[src/rtl/uart_phy_cfg_if.sv]
// Serial pins plus the word-side transmit handshake and receive result signals of the UART PHY.
// The master side is the protocol logic; the slave side is the PHY.
interface uart_phy_cfg_if #(
  parameter int DATA_BITS = 8
);
  logic                 rx;
  logic                 tx;
  logic [DATA_BITS-1:0] tx_data;
  logic                 tx_valid;
  logic                 tx_ready;
  logic [DATA_BITS-1:0] rx_data;
  logic                 rx_valid;
  logic                 rx_frame_err;
  logic                 rx_parity_err;

  modport master (
    output rx, tx_data, tx_valid,
    input  tx, tx_ready, rx_data, rx_valid, rx_frame_err, rx_parity_err
  );

  modport slave (
    input  rx, tx_data, tx_valid,
    output tx, tx_ready, rx_data, rx_valid, rx_frame_err, rx_parity_err
  );
endinterface

[src/rtl/uart_phy_cfg.sv]
// Parametrised UART PHY: 16x oversampled RX with 3-sample majority vote, valid/ready TX, frame/parity errors.
// Optional parity bit compiled in with `define UART_PHY_PARITY_EN (sense from PARITY_ODD).
module uart_phy_cfg #(
  parameter int CLK_FREQ   = 50_000_000,
  parameter int BAUDRATE   = 115200,
  parameter int DATA_BITS  = 8,
  parameter int STOP_BITS  = 1,
  parameter int PARITY_ODD = 0
) (
  input logic clk,
  input logic arstn,
  uart_phy_cfg_if.slave bus
);
  localparam int DIV = CLK_FREQ / (16 * BAUDRATE);
  localparam int DW  = (DIV > 1) ? $clog2(DIV) : 1;
  localparam int BW  = $clog2(DATA_BITS + 1);
  localparam logic [DW-1:0] DIV_MAX = DW'(DIV - 1);

  logic [DW-1:0] div_cnt;
  logic          tick;

  always_ff @(posedge clk or negedge arstn) begin
    if (!arstn) begin
      div_cnt <= '0;
      tick    <= 1'b0;
    end else if (div_cnt == DIV_MAX) begin
      div_cnt <= '0;
      tick    <= 1'b1;
    end else begin
      div_cnt <= div_cnt + 1'b1;
      tick    <= 1'b0;
    end
  end

  logic [1:0] rx_sync;
  logic       rx_s;

  always_ff @(posedge clk or negedge arstn) begin
    if (!arstn) rx_sync <= 2'b11;
    else        rx_sync <= {rx_sync[0], bus.rx};
  end
  assign rx_s = rx_sync[1];

  typedef enum logic [2:0] {
    RX_IDLE, RX_START, RX_DATA,
`ifdef UART_PHY_PARITY_EN
    RX_PARITY,
`endif
    RX_STOP, RX_WAIT_HIGH
  } rx_state_t;

  rx_state_t            rx_state;
  logic [3:0]           rx_phase;
  logic                 s7, s8;
  logic [BW-1:0]        rx_cnt;
  logic [DATA_BITS-1:0] rx_shift;
  logic [DATA_BITS-1:0] rx_data_r;
  logic                 rx_valid_r, rx_ferr_r, rx_perr_r, rx_perr_acc;
  logic                 rx_bit;

  // Majority of the tick-7/8 samples and the live tick-9 sample.
  assign rx_bit = (s7 & s8) | (s7 & rx_s) | (s8 & rx_s);

  always_ff @(posedge clk or negedge arstn) begin
    if (!arstn) begin
      rx_state    <= RX_IDLE;
      rx_phase    <= '0;
      s7          <= 1'b1;
      s8          <= 1'b1;
      rx_cnt      <= '0;
      rx_shift    <= '0;
      rx_data_r   <= '0;
      rx_valid_r  <= 1'b0;
      rx_ferr_r   <= 1'b0;
      rx_perr_r   <= 1'b0;
      rx_perr_acc <= 1'b0;
    end else begin
      rx_valid_r <= 1'b0;
      if (rx_state == RX_IDLE) begin
        if (!rx_s) begin
          rx_state    <= RX_START;
          rx_phase    <= '0;
          rx_perr_acc <= 1'b0;
        end
      end else if (rx_state == RX_WAIT_HIGH) begin
        if (rx_s) rx_state <= RX_IDLE;
      end else if (tick) begin
        rx_phase <= rx_phase + 4'd1;
        if (rx_phase == 4'd7) s7 <= rx_s;
        if (rx_phase == 4'd8) s8 <= rx_s;
        case (rx_state)
          RX_START: begin
            rx_cnt <= '0;
            if (rx_phase == 4'd9 && rx_bit) rx_state <= RX_IDLE;
            else if (rx_phase == 4'd15)     rx_state <= RX_DATA;
          end
          RX_DATA: begin
            if (rx_phase == 4'd9) rx_shift <= {rx_bit, rx_shift[DATA_BITS-1:1]};
            if (rx_phase == 4'd15) begin
              rx_cnt <= rx_cnt + 1'b1;
              if (rx_cnt == BW'(DATA_BITS - 1)) begin
`ifdef UART_PHY_PARITY_EN
                rx_state <= RX_PARITY;
`else
                rx_state <= RX_STOP;
`endif
              end
            end
          end
`ifdef UART_PHY_PARITY_EN
          RX_PARITY: begin
            if (rx_phase == 4'd9)  rx_perr_acc <= rx_bit ^ (^rx_shift) ^ 1'(PARITY_ODD);
            if (rx_phase == 4'd15) rx_state <= RX_STOP;
          end
`endif
          RX_STOP: begin
            if (rx_phase == 4'd9) begin
              rx_data_r  <= rx_shift;
              rx_ferr_r  <= ~rx_bit;
              rx_perr_r  <= rx_perr_acc;
              rx_valid_r <= 1'b1;
              rx_state   <= rx_bit ? RX_IDLE : RX_WAIT_HIGH;
            end
          end
          default: rx_state <= RX_IDLE;
        endcase
      end
    end
  end

  assign bus.rx_data      = rx_data_r;
  assign bus.rx_valid     = rx_valid_r;
  assign bus.rx_frame_err = rx_ferr_r;
`ifdef UART_PHY_PARITY_EN
  assign bus.rx_parity_err = rx_perr_r;
`else
  assign bus.rx_parity_err = 1'b0;
`endif

  typedef enum logic [2:0] {
    TX_IDLE, TX_START, TX_DATA,
`ifdef UART_PHY_PARITY_EN
    TX_PARITY,
`endif
    TX_STOP
  } tx_state_t;

  tx_state_t            tx_state;
  logic [DW-1:0]        tx_div;
  logic [3:0]           tx_phase;
  logic [BW-1:0]        tx_cnt;
  logic [DATA_BITS-1:0] tx_shift;
  logic                 tx_par, tx_r, tx_ready_r, tx_line, tx_bit_end;

  // TX restarts its own divider on acceptance so every bit, start included, is exactly 16*DIV clocks.
  assign tx_bit_end = (tx_div == DIV_MAX) && (tx_phase == 4'd15);

  always_comb begin
    tx_line = 1'b1;
    case (tx_state)
      TX_START:  tx_line = 1'b0;
      TX_DATA:   tx_line = tx_shift[0];
`ifdef UART_PHY_PARITY_EN
      TX_PARITY: tx_line = tx_par;
`endif
      default:   tx_line = 1'b1;
    endcase
  end

  always_ff @(posedge clk or negedge arstn) begin
    if (!arstn) begin
      tx_state   <= TX_IDLE;
      tx_div     <= '0;
      tx_phase   <= '0;
      tx_cnt     <= '0;
      tx_shift   <= '0;
      tx_par     <= 1'b0;
      tx_r       <= 1'b1;
      tx_ready_r <= 1'b1;
    end else begin
      tx_r <= tx_line;
      if (tx_state == TX_IDLE) begin
        if (bus.tx_valid) begin
          tx_shift   <= bus.tx_data;
          tx_par     <= (^bus.tx_data) ^ 1'(PARITY_ODD);
          tx_ready_r <= 1'b0;
          tx_state   <= TX_START;
          tx_div     <= '0;
          tx_phase   <= '0;
        end
      end else begin
        tx_div <= (tx_div == DIV_MAX) ? '0 : tx_div + 1'b1;
        if (tx_div == DIV_MAX) tx_phase <= tx_phase + 4'd1;
        if (tx_bit_end) begin
          case (tx_state)
            TX_START: begin
              tx_state <= TX_DATA;
              tx_cnt   <= '0;
            end
            TX_DATA: begin
              tx_shift <= tx_shift >> 1;
              if (tx_cnt == BW'(DATA_BITS - 1)) begin
                tx_cnt <= '0;
`ifdef UART_PHY_PARITY_EN
                tx_state <= TX_PARITY;
`else
                tx_state <= TX_STOP;
`endif
              end else begin
                tx_cnt <= tx_cnt + 1'b1;
              end
            end
`ifdef UART_PHY_PARITY_EN
            TX_PARITY: tx_state <= TX_STOP;
`endif
            TX_STOP: begin
              if (tx_cnt == BW'(STOP_BITS - 1)) begin
                tx_state   <= TX_IDLE;
                tx_ready_r <= 1'b1;
              end else begin
                tx_cnt <= tx_cnt + 1'b1;
              end
            end
            default: tx_state <= TX_IDLE;
          endcase
        end
      end
    end
  end

  assign bus.tx       = tx_r;
  assign bus.tx_ready = tx_ready_r;
endmodule

[src/flat_wrapper.sv]
// flat-port wrapper written by rule: the top's interface ports become plain ports
module uart_phy_cfg_flat 
#(
  parameter int CLK_FREQ   = 50_000_000,
  parameter int BAUDRATE   = 115200,
  parameter int DATA_BITS  = 8,
  parameter int STOP_BITS  = 1,
  parameter int PARITY_ODD = 0
)
  (clk, arstn, bus_rx, bus_tx_data, bus_tx_valid, bus_tx, bus_tx_ready, bus_rx_data, bus_rx_valid, bus_rx_frame_err, bus_rx_parity_err);
  uart_phy_cfg_if #(.DATA_BITS(DATA_BITS)) bus_i ();
  input logic clk;
  input logic arstn;
  input wire logic [$bits(bus_i.rx)-1:0] bus_rx;
  input wire logic [$bits(bus_i.tx_data)-1:0] bus_tx_data;
  input wire logic [$bits(bus_i.tx_valid)-1:0] bus_tx_valid;
  output wire logic [$bits(bus_i.tx)-1:0] bus_tx;
  output wire logic [$bits(bus_i.tx_ready)-1:0] bus_tx_ready;
  output wire logic [$bits(bus_i.rx_data)-1:0] bus_rx_data;
  output wire logic [$bits(bus_i.rx_valid)-1:0] bus_rx_valid;
  output wire logic [$bits(bus_i.rx_frame_err)-1:0] bus_rx_frame_err;
  output wire logic [$bits(bus_i.rx_parity_err)-1:0] bus_rx_parity_err;
  assign bus_i.rx = bus_rx;
  assign bus_i.tx_data = bus_tx_data;
  assign bus_i.tx_valid = bus_tx_valid;
  assign bus_tx = bus_i.tx;
  assign bus_tx_ready = bus_i.tx_ready;
  assign bus_rx_data = bus_i.rx_data;
  assign bus_rx_valid = bus_i.rx_valid;
  assign bus_rx_frame_err = bus_i.rx_frame_err;
  assign bus_rx_parity_err = bus_i.rx_parity_err;
  uart_phy_cfg #(.CLK_FREQ(CLK_FREQ), .BAUDRATE(BAUDRATE), .DATA_BITS(DATA_BITS), .STOP_BITS(STOP_BITS), .PARITY_ODD(PARITY_ODD)) u_core (.clk(clk), .arstn(arstn), .bus(bus_i));
endmodule
[config.mk]
export PLATFORM = sky130hd
export DESIGN_NAME = uart_phy_cfg_flat
export DESIGN_NICKNAME = d
export VERILOG_FILES = /design/src/rtl/uart_phy_cfg_if.sv /design/src/rtl/uart_phy_cfg.sv /design/src/flat_wrapper.sv
export SDC_FILE = /design/constraint.sdc
export NUM_CORES = 1
export LEC_CHECK = 0
export CAP_MARGIN = 20
export CORE_MARGIN = 2
export CORE_UTILIZATION = 58
export DETAILED_ROUTE_END_ITERATION = 12
export PLACE_DENSITY = 0.8
export SYNTH_ARGS = -nofsm -noshare
export SYNTH_HDL_FRONTEND = slang
export SYNTH_SLANG_ARGS = --single-unit
[constraint.sdc]
create_clock -name clk -period 2.8 [get_ports clk]
set_clock_uncertainty 0.2 [all_clocks]
set_input_delay 0.84 -clock clk [delete_from_list [all_inputs] [get_ports clk]]
set_output_delay 0.84 -clock clk [all_outputs]
set_load 0.005 [all_outputs]
### After elaboration in Yosys (flattened, before gate mapping)

Cells that the tools add are included.

| operators by class | value |
|---|---|
| bitwise logic cells | 9 |
| equal/unequal tests | 28 |
| add/sub/neg operators | 6 |
| reductions and logical operators | 26 |
| mux-type cells | 50 |

Operator list:

| operator | count |
|---|---|
| 2-to-1 mux 3 bit | 16 |
| 2-to-1 mux 4 bit | 10 |
| 2-to-1 mux 8 bit | 4 |
| 2-to-1 mux 5 bit | 4 |
| AND reduction 4 bit | 5 |
| case mux 3 bit (3 select lines) | 2 |
| adder 4 x 1 -> 4 bit, second input constant | 4 |
| == test 4 bit, second input constant | 4 |
| AND reduction 5 bit | 3 |
| nonzero test 2 bit | 7 |
| == test 3 x 2 -> 1 bit, second input constant | 4 |
| == test 4 x 3 -> 1 bit, second input constant | 3 |
| inequality test 4 x 1 -> 1 bit, second input constant | 3 |
| case mux 4 bit (3 select lines) | 1 |
| 2-to-1 mux 1 bit | 11 |
| adder 5 x 1 -> 5 bit, second input constant | 2 |
| == test 5 bit, second input constant | 2 |
| inequality test 3 x 1 -> 1 bit, second input constant | 3 |
| case mux 4 bit (2 select lines) | 1 |
| AND reduction 7 bit | 1 |
| == test 3 x 1 -> 1 bit, second input constant | 2 |
| logical NOT 3 bit | 2 |
| inequality test 2 bit, second input constant | 3 |
| AND reduction 3 bit | 2 |
| other kinds (11) | 20 |

| word-level totals | value |
|---|---|
| output and inout port bits | 13 |
| register bits | 65 |

### Depth between registers and ports, before layout

| depth | value |
|---|---|
| depth in word-level cells | 9 |
| mapped depth | 7 |
| depth with buffers taken out | 6 |

### Worst setup path before layout

Ideal clock, no wire load.

| path | value |
|---|---|
| kind | input -> register |
| start | in bus_tx_valid |
| end | reg u_core.tx_state[1] |
| stages | 4 |
| library setup time | 125 ps |
| arrival | 1811 ps |
| data required time | 2475 ps |
| setup slack | 665 ps |
| path through | clkbuf_1 nand2_1 o21ai_0 mux2_2 |

| between the ends | value |
|---|---|
| cells in the longest elaborated chain, start to end | 2 |

RTL lines:

| item | RTL line | RTL |
|---|---|---|
| start: declaration | flat_wrapper.sv:16 | `input wire logic [$bits(bus_i.tx_valid)-1:0] bus_tx_valid;` |
| inequality test 2 bit (no line) | -- |  |
| AND reduction 4 bit (no line) | -- |  |
| end signal: assignment | uart_phy_cfg.sv:172 | `tx_state <= TX_IDLE;` |
| end signal: assignment | uart_phy_cfg.sv:187 | `tx_state <= TX_START;` |
| end signal: assignment | uart_phy_cfg.sv:197 | `tx_state <= TX_DATA;` |
| end: declaration | uart_phy_cfg.sv:148 | `tx_state_t tx_state;` |

Every way passes these cells.
A chain may end at the register's enable or synchronous reset.

### Final worst setup path

| path | value |
|---|---|
| start | reg u_core.tx_ready_r (netlist: u_core.bus.tx_ready) |
| end | out bus_tx_ready |

RTL lines:

| item | RTL line | RTL |
|---|---|---|
| start: declaration | uart_phy_cfg.sv:153 | `logic tx_par, tx_r, tx_ready_r, tx_line, tx_bit_end;` |
| start signal: assignment | uart_phy_cfg.sv:179 | `tx_ready_r <= 1'b1;` |
| start signal: assignment | uart_phy_cfg.sv:186 | `tx_ready_r <= 1'b0;` |
| start signal: assignment | uart_phy_cfg.sv:219 | `tx_ready_r <= 1'b1;` |
| end: declaration | flat_wrapper.sv:18 | `output wire logic [$bits(bus_i.tx_ready)-1:0] bus_tx_ready;` |

No word-level cell between the ends.

==> results.md <==
- Outcome: completed
- Number of flops mapped to enable cells by yosys: 0
- Worst Setup End Kind: output port
- Count of endpoints failing setup in the final report: 0
- Via total after detailed routing: around 2200
- Setup repair after global routing missed its margin: no
- Maximum net fanout on the critical path: 2
- Drt first pass iters: 4
- Sum Neg Setup Slack: 0 ps
- Proportion of layout cells with a drive suffix above 1: between 10% and 20%
- Setup slack, reg-to-reg: just under 600 ps
- Total nets after synthesis: ~310
- CP startpoint: u_core.bus.tx_ready$_DFFE_PN1P_
- Remaining number of nets flagged by the antenna check after routing: 0
- Number of gates resized after CTS: 0
- Combined area of all synthesized cells: ~0.0031 mm^2
- Average routed wire per standard cell: roughly 15 um
- Net count of the finished layout: between 300 and 400
- Number of hold-slack violations in the final timing report: 0
- Maximum number of pins on one net before global-route repair: 29
- Setup bufs post-CTS: 0
- Clock buffers created by TritonCTS: 9
- Portion of the post-synthesis area used by sequential elements: between 50% and 60%
- Initial core utilization: 60.59%
- Die Area: 0.005971 mm^2
- Clock network latency to the later pin of the worst-skew pair: around 330 ps
- Combined buffer and inverter count along the critical path: 1
- Cell at the slowest stage of the critical path: dfstp_2
- WHS: 156.6 ps
- Maximum clock insertion buffer count: 2
- Type of the most critical hold path: flop to flop
- Area contributors post-synth: dfrtp_1 (47%), mux2_2 (6.9%), ha_1 (6.0%)
- Fraction of registers with async set/reset: between 90% and 100%
- Period Utilization, post-route: 85.74%
- Post-synthesis cell count: about 290
- Count of routing violations after the opening detailed-route iteration: 125
- Data arrival time of the critical path: 1360 ps
- Delay-heaviest family, CP: flip-flops
- Via count normalized by instance count: around 5.8
- Max VDD drop: ~0.46 mV
- Per-instance average area after synthesis: between 10 and 15 um^2
- Area fraction of the dominant cell type after synthesis: 46.61%
- Initial antenna violation count: 0
- Ordered list of cells on the worst path: clkdlybuf4s50_1
- Launching element type of the critical path: flop
- Count of pins over their slew limit: 0
- Wire length after detailed routing: approximately 5800 um
- Height of the die: a little under 80 um
- Power per unit of standard cell area: ~660 mW/mm^2
- Slew at the pin closest to its max-slew limit: approximately 800 ps
- Number of distinct library cell variants in the gate-level netlist after synthesis: 50
- H-tree levels: 3
- CTS tree: built
- Wire length of the first global-routing pass: roughly 10000 um
- Clock Root Buffer: clkbuf_8
- RR Startpoint: u_core.tx_state[0]$_DFFE_PN0P_
- Post-CTS Hold Fix Bufs: 0
- Antenna Diode Count: 0
- Core ar.: 0.005140 mm^2
- Commonest non-fill, non-tap cell in the layout: dfrtp_1
- Sum of overflow across all layers after global routing: 0
- Static power due to leakage: approximately 1.7 nW
- Placer's final routability congestion estimate: about 0.78
- Die span in x: 77.28 um
- Number of global-route vias before repair: between 2000 and 2500
- Overall power of the completed layout: 0.002419 W
- Crit path required time: 1760 ps
- Register bit count reported by yosys: 64
- Worst setup path category: flop to output port
- Worst slew margin: 47.56%
- GRT Resource Usage Total: 22.10%
- Clock sink count: 64
- Achievable frequency: ~420 MHz
- Input/output buffers: 23
- Worst path depth: 1
- Crit Reg-Reg Endpoint: u_core.tx_state[1]$_DFFE_PN0P_
- Total half-perimeter wirelength after legalization and detailed placement: ~4100 um
- MaxCap Viol Count: 0
- Most used flip-flop cell after synthesis: dfrtp_1
- Clock period minus final worst setup slack: ~2400 ps
- Area grow syn2layout: 17.52%
- I/O pin count: 25
- Row cnt: 26
- Warnings from Yosys: 0
- Most used cells in the layout excluding fill and tap cells: dfrtp_1 (58), nor2_1 (23), clkdlybuf4s50_1 (22)
- Max incr delay on CP: around 540 ps
- CTS clock-pin slew for the worst setup and hold paths: around 70 ps
- Dominant cell type by area after synthesis: dfrtp_1
- Number of design rule violations left after detail routing: 0
- Endpoint of the worst setup timing path: bus_tx_ready
- Length in cells of the worst reg-to-reg path: 5
## worst min-delay path by stage
stage	start	to	slack (ps)	cells after the start
after global routing	u_core.rx_sync[0]$_DFF_PN1_	u_core.rx_sync[1]$_DFF_PN1_	160	0
final	u_core.rx_sync[0]$_DFF_PN1_	u_core.rx_sync[1]$_DFF_PN1_	160	0
after global placement	u_core.rx_sync[0]$_DFF_PN1_	u_core.rx_sync[1]$_DFF_PN1_	150	0
after floorplan	u_core.rx_sync[0]$_DFF_PN1_	u_core.rx_sync[1]$_DFF_PN1_	150	0
after CTS	u_core.rx_sync[0]$_DFF_PN1_	u_core.rx_sync[1]$_DFF_PN1_	160	0
after detailed placement	u_core.rx_sync[0]$_DFF_PN1_	u_core.rx_sync[1]$_DFF_PN1_	150	0
## where the power goes
| group | internal, W | leakage, nW | switching, W |
|---|---|---|---|
| clock | 0.000521 | 0.112 | 0.000351 |
| sequential | 0.00106 | 0.808 | 0.000107 |
| combinational | 0.000182 | 0.759 | 0.000202 |
| total | 0.00176 | 1.68 | 0.000660 |
## synthesized netlist by cell type (3+ instances only)
master / n
clkbuf_1: 5
xor2_1: 5
nor3_1: 6
a211oi_1: 9
buf_2: 3
nor4_1: 3
a22o_1: 5
dfrtp_1: 58
dfstp_2: 6
inv_1: 14
a21oi_1: 4
a31oi_1: 4
ha_1: 15
nor2_1: 23
a21o_1: 3
nand2b_1: 5
o21a_1: 4
nand3_1: 15
nand2_1: 17
o21ai_0: 19
o31ai_1: 4
mux2_2: 19
nor2b_1: 8
## state kept, by name, indices dropped and copies added, names as in the netlist
signal                   flops
u_core.bus.rx_data           8
u_core.rx_shift              8
u_core.tx_shift              8
u_core.div_cnt               5
u_core.tx_div                5
u_core.rx_cnt                4
u_core.rx_phase              4
u_core.tx_cnt                4
u_core.tx_phase              4
u_core.rx_state              3
u_core.rx_sync               2
u_core.tx_state              2
u_core.bus.rx_frame_err      1
u_core.bus.rx_valid          1
u_core.bus.tx                1
u_core.bus.tx_ready          1
u_core.s7                    1
u_core.s8                    1
u_core.tick                  1
## routing by layer
layer	vias up	global-route usage (%)	share of wire [%]	routed length, um
met5	-	0	0	0
met4	0	8.036	1.1	65
met3	6	5.647	3.1	180
met2	42	34.35	48	2772
met1	1119	30.13	48	2779
li1	1080	-	-	-
## metrics by stage
step | setup WS, ps | cell area, um^2 | util (%) | std cells
floorplan | 664.8 | 3114 | - | 285
global placement | 521.6 | 3440 | 66.92 | 374
detailed placement | 508.3 | 3440 | 66.92 | 374
CTS | 379.8 | 3660 | 71.20 | 390
global route | 365.6 | 3660 | 71.20 | 390
finish | 399.4 | 3660 | 71.20 | 390
## area by class of cell
type	instances	area, um^2
multi-input combinational	197	1408
sequential	64	1609
fill	385	1480
tap	70	87.58
clock inverter	6	82.58
timing repair buffer	29	282.8
clock buffer	10	137.6
inverter	14	52.55
## kinds of logic after synthesis
| kind of cell | count (synthesis) | synth area share, % |
|---|---|---|
| compound gates | 60 | 13.10 |
| xor+xnor | 7 | 1.969 |
| fa+ha+maj | 16 | 6.348 |
| buf+inv | 24 | 3.134 |
| flops | 64 | 51.67 |
| mux | 21 | 7.513 |
| other cells | 1 | 0.1204 |
| simple gates | 92 | 16.15 |
Power figures use the tool's default switching activity.
